`src/rtl/fetch_unit.sv`:
```
// fetch_unit: instruction fetch stage that owns the shared instruction/data
// memory port, holds the program counter and hands fetched words to decode
// over a valid/ready handshake. Data loads/stores pre-empt the fetch slot and
// branch redirects flush everything buffered.
//
// Build option: FETCH_PREFETCH_EN
//   defined   - output buffer is a 2-entry FIFO, so fetch runs one entry ahead
//               while decode stalls (no combinational instrReady -> capture path)
//   undefined - output buffer is a single register; a new word may land in the
//               same cycle the held word is accepted
module fetch_unit #(
    parameter logic [31:0] RESET_PC = 32'd128,
    parameter logic [31:0] PC_STEP  = 32'd4
) (
    input  logic        Clk,
    input  logic        Rst_n,
    output logic [31:0] memAddress,
    output logic [31:0] memWriteData,
    output logic        memWriteEnable,
    input  logic [31:0] memData,
    input  logic        dataReq,
    input  logic        dataWrite,
    input  logic [31:0] dataAddress,
    input  logic [31:0] dataWriteData,
    output logic [31:0] dataReadData,
    input  logic        redirectValid,
    input  logic [31:0] redirectTarget,
    input  logic        haltReq,
    output logic [31:0] instr,
    output logic [31:0] instrPc,
    output logic        instrValid,
    input  logic        instrReady,
    output logic        halted
);

    typedef enum logic [1:0] {
        ST_BOOT   = 2'd0,
        ST_FETCH  = 2'd1,
        ST_STALL  = 2'd2,
        ST_HALTED = 2'd3
    } state_t;

    state_t      state_r;
    logic        boot_done_r;
    logic        halted_r;
    logic [31:0] pc_r;
    logic [1:0]  count_r;
    logic        valid_r;
    logic [31:0] head_instr_r;
    logic [31:0] head_pc_r;
`ifdef FETCH_PREFETCH_EN
    logic [31:0] tail_instr_r;
    logic [31:0] tail_pc_r;
`endif

    logic        pop_s;
    logic        space_s;
    logic        capture_s;

    // Decide whether decode drains the head and whether a fetched word may land.
    always_comb begin
        pop_s     = valid_r & instrReady;
`ifdef FETCH_PREFETCH_EN
        space_s   = (count_r < 2'd2);
`else
        space_s   = (count_r == 2'd0) | pop_s;
`endif
        capture_s = (state_r == ST_FETCH) & ~dataReq & ~redirectValid & ~haltReq & space_s;
    end

    // Shared memory port: data accesses pre-empt the fetch address this cycle.
    always_comb begin
        if (!Rst_n) begin
            memAddress     = RESET_PC;
            memWriteEnable = 1'b0;
            memWriteData   = 32'd0;
        end else if (dataReq) begin
            memAddress     = dataAddress;
            memWriteEnable = dataWrite;
            memWriteData   = dataWriteData;
        end else begin
            memAddress     = pc_r;
            memWriteEnable = 1'b0;
            memWriteData   = 32'd0;
        end
    end

    // Control FSM, program counter and output buffer.
    always_ff @(posedge Clk or negedge Rst_n) begin
        if (!Rst_n) begin
            state_r      <= ST_BOOT;
            boot_done_r  <= 1'b0;
            halted_r     <= 1'b0;
            pc_r         <= RESET_PC;
            count_r      <= 2'd0;
            valid_r      <= 1'b0;
            head_instr_r <= 32'd0;
            head_pc_r    <= 32'd0;
`ifdef FETCH_PREFETCH_EN
            tail_instr_r <= 32'd0;
            tail_pc_r    <= 32'd0;
`endif
        end else begin
            // The first edge after reset release only arms BOOT's exit.
            boot_done_r <= 1'b1;

            case (state_r)
                ST_BOOT: begin
                    state_r  <= boot_done_r ? ST_FETCH : ST_BOOT;
                    halted_r <= 1'b0;
                end
                ST_FETCH, ST_STALL: begin
                    if (redirectValid) begin
                        state_r  <= ST_FETCH;
                        halted_r <= 1'b0;
                    end else if (haltReq) begin
                        state_r  <= ST_HALTED;
                        halted_r <= 1'b1;
                    end else if (space_s) begin
                        state_r  <= ST_FETCH;
                        halted_r <= 1'b0;
                    end else begin
                        state_r  <= ST_STALL;
                        halted_r <= 1'b0;
                    end
                end
                ST_HALTED: begin
                    if (redirectValid) begin
                        state_r  <= ST_FETCH;
                        halted_r <= 1'b0;
                    end else begin
                        state_r  <= ST_HALTED;
                        halted_r <= 1'b1;
                    end
                end
                default: begin
                    state_r  <= ST_BOOT;
                    halted_r <= 1'b0;
                end
            endcase

            // Redirect wins over sequential advance; targets are word aligned.
            if (redirectValid) begin
                pc_r <= redirectTarget & 32'hFFFF_FFFC;
            end else if (capture_s) begin
                pc_r <= pc_r + PC_STEP;
            end else begin
                pc_r <= pc_r;
            end

            // Buffer update: flush, replace-on-drain, push, or pop.
            if (redirectValid) begin
                count_r <= 2'd0;
                valid_r <= 1'b0;
            end else if (capture_s && pop_s) begin
                // Only reachable with a single entry held, so the new word becomes head.
                head_instr_r <= memData;
                head_pc_r    <= pc_r;
            end else if (capture_s) begin
`ifdef FETCH_PREFETCH_EN
                if (count_r == 2'd0) begin
                    head_instr_r <= memData;
                    head_pc_r    <= pc_r;
                end else begin
                    tail_instr_r <= memData;
                    tail_pc_r    <= pc_r;
                end
`else
                head_instr_r <= memData;
                head_pc_r    <= pc_r;
`endif
                count_r <= count_r + 2'd1;
                valid_r <= 1'b1;
            end else if (pop_s) begin
`ifdef FETCH_PREFETCH_EN
                head_instr_r <= tail_instr_r;
                head_pc_r    <= tail_pc_r;
`endif
                count_r <= count_r - 2'd1;
                valid_r <= (count_r == 2'd2);
            end else begin
                count_r <= count_r;
                valid_r <= valid_r;
            end
        end
    end

    assign dataReadData = memData;
    assign instr        = head_instr_r;
    assign instrPc      = head_pc_r;
    assign instrValid   = valid_r;
    assign halted       = halted_r;

endmodule
```
`config.mk`:
```
export PLATFORM = sky130hd
export DESIGN_NAME = fetch_unit
export DESIGN_NICKNAME = d
export VERILOG_FILES = /design/src/rtl/fetch_unit.sv
export SDC_FILE = /design/constraint.sdc
export NUM_CORES = 1
export LEC_CHECK = 0
export CAP_MARGIN = 20
export CORE_AREA = 2 2 116 118
export DETAILED_ROUTE_END_ITERATION = 12
export DIE_AREA = 0 0 118 120
export GPL_TIMING_DRIVEN = 1
export PLACE_DENSITY_LB_ADDON = 0.1
export RECOVER_POWER = 100
export REMOVE_ABC_BUFFERS = 1
export SLEW_MARGIN = 20
export SYNTH_ARGS = -nofsm -noshare
export SYNTH_HDL_FRONTEND = slang
export SYNTH_SLANG_ARGS = --single-unit
```
`constraint.sdc`:
```
create_clock -name Clk -period 5.49 [get_ports Clk]
set_input_delay 1.098 -clock Clk [delete_from_list [all_inputs] [get_ports Clk]]
set_output_delay 1.098 -clock Clk [all_outputs]
set_load 0.005 [all_outputs]
```
==> results of run 1 <==
[worst max-delay path: stages]
cell,delay [ns]
buf_2,0.41
buf_4,0.38
nor3b_1,0.77
and3_2,0.73
clkbuf_2,0.77
xnor2_1,0.19
o21ai_0,0.11
[layout by cell type (no fill, tap or decap), drive strengths merged, types with 2 or more instances in the layout]
cell	n
a211o	3
clkdlybuf4s50	128
clkbuf	16
mux2i	30
o311ai	10
o21bai	2
nand2	225
or3	2
and3	39
or4	3
o21ai	15
buf	5
nand3	21
a221o	2
o211ai	10
dfrtp	98
inv	8
conb	3
a31o	2
dlygate4sd3	162
nor4	4
ha	4
o31ai	3
a21oi	5
o311a	2
nor3	7
nand4	8
nor2	6
nor3b	4
nor2b	30
clkinv	3
xnor2	3
xor2	6
[metrics by stage]
step	hold WS (ns)	std cells	setup WS, ns	cell area, sq um
3_5_place_dp	0.461	1039	1.34	8250
4_1_cts	0.478	1055	1.34	8550
3_3_place_gp	0.457	1039	1.41	8250
6_report	0.465	1055	1.20	8520
2_1_floorplan	0.469	564	1.66	5050
5_1_grt	0.488	1055	0.863	8520
[routing by layer]
layer,vias to the layer above,GRT usage (%),share of wire (%)
met5,-,0,0
met4,0,8.96,2.2
met2,232,44.4,52
li1,2583,-,-
met1,2567,28.7,38
met3,23,6.08,7.3
[cell type report]
class | count | area (sq um)
sequential | 99 | 2480
fill | 1098 | 4460
multi-input combinational | 457 | 2530
tap | 176 | 220
clock buffer | 12 | 256
timing repair buffer | 299 | 2960
inverter | 8 | 30.0
clock inverter | 4 | 48.8
[cell families after synthesis]
kind of cell / after synthesis
other cells: 2
buf+inv: 82
fa+ha+maj: 4
flops: 99
compound gates: 60
simple gates: 351
mux: 30
xor+xnor: 9
[cells in the mapped netlist (all sizes together) (3+ instances only)]
| cell type | n | share of area [%] |
|---|---|---|
| o21ai | 15 | 1.4 |
| nand3 | 21 | 2.2 |
| clkbuf | 30 | 2.1 |
| and3 | 39 | 4.5 |
| nand4 | 8 | 1.0 |
| o311ai | 10 | 1.6 |
| o211ai | 10 | 1.4 |
| nor3 | 7 | 0.64 |
| o31ai | 3 | 0.41 |
| dfrtp | 98 | 45 |
| a21oi | 5 | 0.46 |
| nand2 | 225 | 16 |
| nor4 | 4 | 0.73 |
| nor3b | 4 | 0.85 |
| nor2b | 30 | 3.4 |
| xnor2 | 3 | 0.48 |
| or4 | 3 | 0.41 |
| buf | 44 | 5.6 |
| a211o | 3 | 0.48 |
| xor2 | 6 | 0.96 |
| nor2 | 6 | 0.41 |
| mux2i | 30 | 5.5 |
| inv | 8 | 0.55 |
| ha | 4 | 0.92 |
[where the power goes]
group          internal [uW]  switching [uW]  leakage (uW)  total (uW)
registers                981             154       0.00124        1130
logic                    571             431       0.00270        1000
clock network            378             270      0.000153         648
[state kept, by name, summed over array words and instances, names as in the netlist]
signal       count
boot_done_r      1
state_r          2
instr           32
instrPc         30
instrValid       1
pc_r            30
count_r          2
halted           1
[worst max-delay path by stage]
stage                     to  slack [ns]  depth (start not counted)
2_1_floorplan       pc_r[16]        1.66                          4
3_3_place_gp   memAddress[7]        1.41                          5
3_5_place_dp   memAddress[7]        1.34                          5
4_1_cts        memAddress[7]        1.34                          5
5_1_grt              pc_r[2]        0.86                          7
6_report             pc_r[2]        1.20                          7
==> impl_results.md, run 1 <==
- Most used DFF post-synth: dfrtp_1
- WP data arrival: 4.49 ns
- Largest net degree at the start of global routing: 129
- Max_cap viols: 0
- Remaining Overflow, GRT: 0
- Total die area: 14200 sq um
- Antenna violation net count after detailed routing: 0
- Mean Syn Cell Area: 8.58 sq um
- HP Start: instr[24]
- Initial antenna violation count: 0
- Drt wl/cell: 16.6 um
- Seq/Total Area, Yosys: 45.4%
- CTS tree: yes
- Period utilisation layout: 78.2%
- Gr usage total: 24.7%
- Final core area utilization: 65.7%
- Drt pass-1 iters: 5
- Final Slew Violations: 0
- Layout Area Growth over Synthesis: 55.9%
- Critical path class: in2reg
- Asr flop ratio synth: 100%
- Peak VDD IR: 241 uV
- Type of origin of the critical path: input port
- Critical Path End Type: register
- Nets@finish: 1013
- Clock-pin slew on the worst setup and hold paths: 0.06 ns
- CP max FO: 45
- R2R depth: 7
- Vias in the first global route: 5389
- Vias per inst: 5.12
- Max clock buf depth: 2
- Synth Register Bits: 99
- Num rows: 42
- Hold Path Class: reg2reg
- Post-CTS Setup Inserts: 0
- Main combinational cell family by area after synthesis: simple AND/OR/NAND/NOR gates
- Total vias in the final route: 5405
- First-pass GRT wire length: 27800 um
- Skew final: 0.00883 ns
- Final setup fails: 0
- Clk_lat worst skew: 0.34 ns
- Pwr dens: 327 nW/um^2
- Reg2reg setup slack: 2.17 ns
- CP required: 5.69 ns
- F_max: 233 MHz
- Final hold violations: 0
- Synthesis warning total: 0
- Slew headroom: 11.7%
- Fraction of the mapped netlist area in compound gates: 8.04%
- XOR/XNOR Fraction of Synth Area: 1.44%
- DRT Wirelength: 17500 um
- Cell variety after synth: 51
- RSZ-0062 raised after global routing: false
- Io pins: 298
- Mux share of post-synthesis cell area: 5.49%
- Hold buffer count at CTS: 0
- Cells after Synth: 637
- Setup TNS: 0 ns
- Status: complete, no violations
- Crit path time final: 4.29 ns
- Root buffer cell: clkbuf_16
- Post-detailed-route DRC marker count: 0
- RR Startpoint: state_r[1]
- Clock sinks: 99
- Placer Congestion: 0.801
- Pleak: 0.00409 uW
- Chip height: 120 um
- EDFF count, synth: 0
- Overall power: 2780 uW
- H-tree Lvls: 3
- Reg2reg end: pc_r[2]
- Num CTS Buffers: 9
- Worst-margin pin slew: 1.32 ns
- Antenna diode count: 0
- Core ar.: 13000 sq um
- Hold depth: 2
- Die Span X: 118 um
- Post-Syn Area: 5470 sq um
- DRT iter0 DRCs: 216
- Post-CTS Resized: 0
- Layout cells sized above 1: 3.64%
- Post-Synth Simple-Gate Area: 30.4%
- # port buffers: 293
- Post-synthesis adder-cell area fraction: 0.916%
- Hpwl dp: 12900 um
- Initial Util: 42.1%
- CP startpoint: dataReq
- Worst hold endpoint: instr[24]
Note: power is estimated with default switching activity, not from simulation.
==> run 2, diff against run 1 <==
Settings changed: CORE_AREA 2 2 116 118 to 2 2 120 122, DIE_AREA 0 0 118 120 to 0 0 122 124.
Clock period 5.49 ns to 4 ns, I/O delays scaled along.
==> impl_results.md, run 2 (synthesis results as in run 1) <==
- CP max FO: 12
- Hold buffer count at CTS: 0
- Antenna violation net count after detailed routing: 0
- Worst-margin pin slew: 1.27 ns
- Antenna diode count: 0
- Commonest non-fill, non-tap cells in the layout: nand2_1, dlygate4sd3_1, clkdlybuf4s50_1, dfrtp_1, and3_1
- Drt pass-1 iters: 5
- Type of origin of the critical path: input port
- Remaining Overflow, GRT: 0
- Die Span X: 122 um
- Vias per inst: 4.99
- Nets@finish: 1020
- Max_cap viols: 0
- Final setup fails: 0
- Vias in the first global route: 5289
- Slew headroom: 15.2%
- Final Slew Violations: 0
- Chip height: 124 um
- Critical path class: in2reg
- Drt wl/cell: 16.7 um
- Crit path time final: 3.43 ns
- Num rows: 43
- Critical Path End Type: register
- Post-CTS Setup Inserts: 0
- RR Startpoint: state_r[1]
- # port buffers: 293
- Io pins: 298
- CP peak stage delay: 0.73 ns
- RSZ-0062 raised after global routing: false
- Most common cell after layout, fill and taps aside: nand2_1
- Pleak: 0.00412 uW
- Placer Congestion: 0.783
- Clk_lat worst skew: 0.36 ns
- Max clock buf depth: 2
- Reg2reg setup slack: 1.03 ns
- CTS tree: yes
- Setup TNS: 0 ns
- Post-Layout Cell Count: 1066
- Period utilisation layout: 85.7%
- DRT iter0 DRCs: 183
- Total die area: 15100 sq um
- Final hold violations: 0
- Overall power: 3830 uW
- Hpwl dp: 13200 um
- R2R depth: 7
- Total vias in the final route: 5317
- Fill cells: 1195
- Initial antenna violation count: 0
- WP data arrival: 3.64 ns
- CP required: 4.21 ns
- Clock sinks: 99
- Layout cells sized above 1: 4.06%
- Post-detailed-route DRC marker count: 0
- F_max: 292 MHz
- Root buffer cell: clkbuf_16
- Placed Cells incl. Taps: 1050
- DP Worst Slack: 0.760 ns
- Register Area: 2480 sq um
- Peak VDD IR: 258 uV
- DRT Wirelength: 17800 um
- Skew final: 0.00764 ns
- Post-route setup slack: 0.573 ns
- H-tree Lvls: 3
- Max FFs per register: 32
- Core ar.: 13700 sq um
- Pwr dens: 447 nW/um^2
- Num CTS Buffers: 9
- Clock-pin slew on the worst setup and hold paths: 0.07 ns
- Multi-input logic area: 2540 sq um
- First-pass GRT wire length: 27000 um
- Reg2reg end: pc_r[24]
- Status: complete, no violations
- Initial Util: 39.8%
- Gr usage total: 22.9%
- Post-CTS Resized: 0
- CP cell instances: dlygate4sd3_1 > nor3b_1 > and3_1 > nand4_1 > o311ai_0 > o211ai_1
- Layout Area Growth over Synthesis: 56.9%
- Largest net degree at the start of global routing: 53
- Hold Path Class: in2async
- CP max-delay cell: nor3b_1
-- run 2: cell types whose count changed in the layout (fill, tap and decap cells not counted) --
| cell | previous run | this run |
|---|---|---|
| and3_1 | 37 | 38 |
| clkinv_2 | 2 | 1 |
| clkbuf_8 | 2 | 0 |
| clkbuf_1 | 4 | 7 |
| clkinvlp_4 | 0 | 2 |
| clkbuf_2 | 1 | 2 |
| buf_12 | 0 | 1 |
| and3_2 | 2 | 1 |
| dlygate4sd3_1 | 162 | 161 |
| buf_4 | 2 | 3 |
| inv_6 | 0 | 2 |
| clkdlybuf4s50_1 | 128 | 129 |
| nand2_1 | 225 | 224 |
| nand2_4 | 0 | 1 |
-- run 2: worst max path at each step --
stage | slack (ns) | end | cells after the start | start
global route | 0.36 | memAddress[4] | 4 | Rst_n
global placement | 0.81 | memAddress[13] | 5 | dataReq
CTS | 0.78 | memAddress[13] | 5 | dataReq
finish | 0.57 | pc_r[24] | 6 | haltReq
floorplan | 0.47 | pc_r[16] | 4 | redirectValid
detailed placement | 0.76 | pc_r[24] | 7 | dataReq
-- run 2: per-stage QoR --
step	util [%]	hold slack [ns]	instance area, sq um
2_1_floorplan	-	0.469	5050
3_3_place_gp	60.6	0.457	8320
3_5_place_dp	60.6	0.461	8320
4_1_cts	62.8	0.361	8620
5_1_grt	62.5	0.378	8580
6_report	62.5	0.341	8580
-- run 2: layout make-up --
type | count | area share [%]
Inverter | 8 | 0.350
Multi-Input combinational cell | 457 | 29.6
Timing Repair Buffer | 306 | 35.0
Tap cell | 180 | 2.63
Clock buffer | 9 | 2.63
Sequential cell | 99 | 28.9
Clock inverter | 7 | 0.890
-- run 2: power by group --
part           internal (uW)  switching [uW]
sequential              1350             209
clock                    490             407
combinational            789             590
total                   2620            1210
-- run 2: critical path: cells and delay by family --
family / cells / cell delay, ns
and+or+nand+nor: 3 / 1.68
buffers and inverters: 1 / 0.58
AOI/OAI and AO/OA: 2 / 0.57
-- run 2: per-layer routing --
layer	vias to the layer above	global-route usage, %	share of wire [%]
li1	2604	-	-
met2	200	41.1	51
met3	15	5.54	8.6
met4	0	7.61	1.4
met5	-	0	0
met1	2498	26.8	39
==> run 3, diff against run 2 <==
Settings changed: SLEW_MARGIN 20 to 10.
==> results of run 3 <==
No change in the layout: final DEF, timing and power equal those of run 2.
==> variant, RTL diff (settings of run 3) <==
The 4 states of `state_t` get a one-hot encoding in 4 bits.
--- a/src/rtl/fetch_unit.sv
+++ b/src/rtl/fetch_unit.sv
@@ -33,11 +33,11 @@
     output logic        halted
 );
 
-    typedef enum logic [1:0] {
-        ST_BOOT   = 2'd0,
-        ST_FETCH  = 2'd1,
-        ST_STALL  = 2'd2,
-        ST_HALTED = 2'd3
+    typedef enum logic [3:0] {
+        ST_BOOT   = 4'b0001,
+        ST_FETCH  = 4'b0010,
+        ST_STALL  = 4'b0100,
+        ST_HALTED = 4'b1000
     } state_t;
 
     state_t      state_r;
Check against the original RTL: same outputs for any inputs over 4 cycles, from zero or initial values and one cycle with Rst_n low; so few cycles prove little.
==> variant against run 3 <==
Sequential cell count rose by 2; non-clock buffer count rose by 5; total power fell by 8.7%; register-to-register slack improved by 0.03 ns; routed wire length rose by 1.7%; design area rose by 1.5%; setup slack got worse by 0.0036 ns; synthesized area rose by 2.1%; largest cell class unchanged; via count rose by 3.9%; maximum frequency fell by 0.11%.
==> variant: results (changes against run 3) <==
----------------------------------------------------
[Logic synthesis]
  Biggest area contributors in the synthesized netlist ... dfrtp_1, nand2_1, mux2i_1
  Yosys Warn Count ... 0 (unchanged)
  Share of synthesized registers carrying an async set or reset ... 1.000 (unchanged)
  Count of cell types in the netlist ... 44 (-14%)
  Leading cell types by count after synthesis ... nand2_1, dfrtp_1, and3_1
  Sequential-to-total area share from yosys stat ... 0.4536 (about the same)

[Placement]
  Detailed placer's ending HPWL ... 13,530 microns (+2.6%)
  Number of buffer cells added on primary ports ... 293 (unchanged)
  DP Worst Slack ... 0.6549 ns (-0.1056 ns)
  Last weighted congestion value of the routability-driven placer ... 0.8203 (+4.7%)
  Total cell area at the placement stage ... 8459 sq um (+1.7%)

[Final layout]
  Share of final-layout standard cells stronger than drive strength 1 ... 0.03716 (-0.003474)
  Nets@finish ... 1,046 (+2.5%)
  Filler instances ... 1,184 (-0.92%)
  Antenna diode count ... 0 (unchanged)
  Max FFs per register ... 32 (unchanged)

[Drt]
  Via count ... 5,523 (+3.9%)
  Detailed-routing iteration count for the pre-antenna-repair pass ... 5 (unchanged)
  Avg WL per Cell ... 16.50 microns (-0.95%)
  DR iter-0 viols ... 201 (+9.8%)

[CTS]
  Post-CTS clock slew at the launch and capture registers of the worst setup and hold paths ... 0.07 ns (about the same)
  Clk_lat worst skew ... 0.34 ns (-0.02 ns)
  TritonCTS Buffers ... 9 (unchanged)
  Post-CTS repair timing setup buffer count ... 0 (unchanged)
  Count of instances resized after the clock tree is built ... 0 (unchanged)
  Root buffer cell ... clkbuf_16
  Count of H-tree levels built during CTS ... 3 (unchanged)
  Buffers from clock root to sink, at most ... 2 (unchanged)

[Hold path]
  Worst hold-check path type ... input port to async pin

[Run status]
  Outcome ... finished, final reports clean

[Power]
  Leakage power ... 4.226 nW (+2.6%)
  Worst VDD drop ... 0.2645 mV (+2.3%)

[Global route]
  Vias in the first global route ... 5,252 (-0.70%)
  First-pass GRT wire length ... 27,220 microns (+0.74%)
  Total GRT Usage ... 0.2292 (+0.0006190)
  Largest net degree at the start of global routing ... 100 (+89%)
  Antenna violations before repair ... 0 (unchanged)

[Setup path]
  Arrival time reported for the critical path endpoint ... 3.71 ns (+0.07 ns)
  Max Fanout on Critical Path ... 42 (+30)

[Timing]
  Measured slew at the worst slew-check pin ... 1.235 ns (-0.03773 ns)
  Final Skew ... 0.005835 ns (-0.001801 ns)

----------------------------------------------------
## variant: cell types whose count changed after synthesis, moves of 5 or more
cell     delta
buf_2      +11
nor2_1      +5
o21ai_0    +12
a21oi_1     +7
## variant: area by class of cell
cell class / count / share of cell area
flip-flops and latches: 101 / 0.2907
multi-input cells: 483 / 0.2986
well taps: 180 / 0.02588
clock inverters: 7 / 0.008771
clock buffers: 9 / 0.02588
repair buffers: 311 / 0.3484
inverters: 4 / 0.001725
## variant: power breakdown
group	switching (W)	total, W	internal, W
logic	0.000462	0.00112	0.000659
registers	0.000184	0.00150	0.00131
clock network	0.000391	0.000878	0.000487
total	0.00104	0.00350	0.00246
## variant: final timing paths
kind | slack (ns) | depth (start not counted) | from | to
min in group Clk | 0.46 | 2 | instr[1]$_DFFE_PN0P_ | instr[1]$_DFFE_PN0P_
worst min-delay path | 0.45 | 1 | Rst_n | state_r[3]$_DFF_PN0_
worst max register to register | 1.06 | 6 | state_r[3]$_DFF_PN0_ | pc_r[16]$_DFFE_PN0P_
worst min register to register | 0.46 | 2 | instr[1]$_DFFE_PN0P_ | instr[1]$_DFFE_PN0P_
worst max-delay path | 0.57 | 7 | instrReady | instr[9]$_DFFE_PN0P_
max in group asynchronous | 1.97 | 2 | Rst_n | pc_r[9]$_DFFE_PN0P_
## variant: routing by layer
| layer | GRT usage | wire length, microns | part of all wire |
|---|---|---|---|
| met5 | 0 | 0 | 0 |
| met3 | 0.04533 | 1190 | 0.066 |
| met1 | 0.2641 | 6832 | 0.38 |
| met4 | 0.07112 | 272 | 0.015 |
| met2 | 0.4277 | 9775 | 0.54 |
## variant: cells by family (layout without fill, tap and decap cells)
kind of cell,Yosys count,after routing,synth area share
DFF,101,101,0.4536
buffers and inverters,82,331,0.08165
other,2,3,0.001346
AOI/OAI and AO/OA,75,75,0.08591
muxes,32,32,0.05743
adders and majority gates,1,1,0.002243
xor gates and xnor gates,5,5,0.007852
and+or+nand+nor,367,367,0.3100
## variant: worst max-delay path: stages
cell           delay, ns
dlygate4sd3_1       0.58
a2bb2oi_1           0.50
or3_2               0.25
clkbuf_1            0.80
buf_4               0.55
nand2_1             0.12
nand2_1             0.07
## variant: metrics by stage
stage	std cells	utilization	setup TNS [ns]	hold WS, ns
3_3_place_gp	1079	0.6166	0	0.4508
3_5_place_dp	1079	0.6166	0	0.4543
6_report	1095	0.6343	0	0.4547
4_1_cts	1095	0.6386	0	0.4699
5_1_grt	1095	0.6343	0	0.4830
2_1_floorplan	588	-	-4.397	0.4628
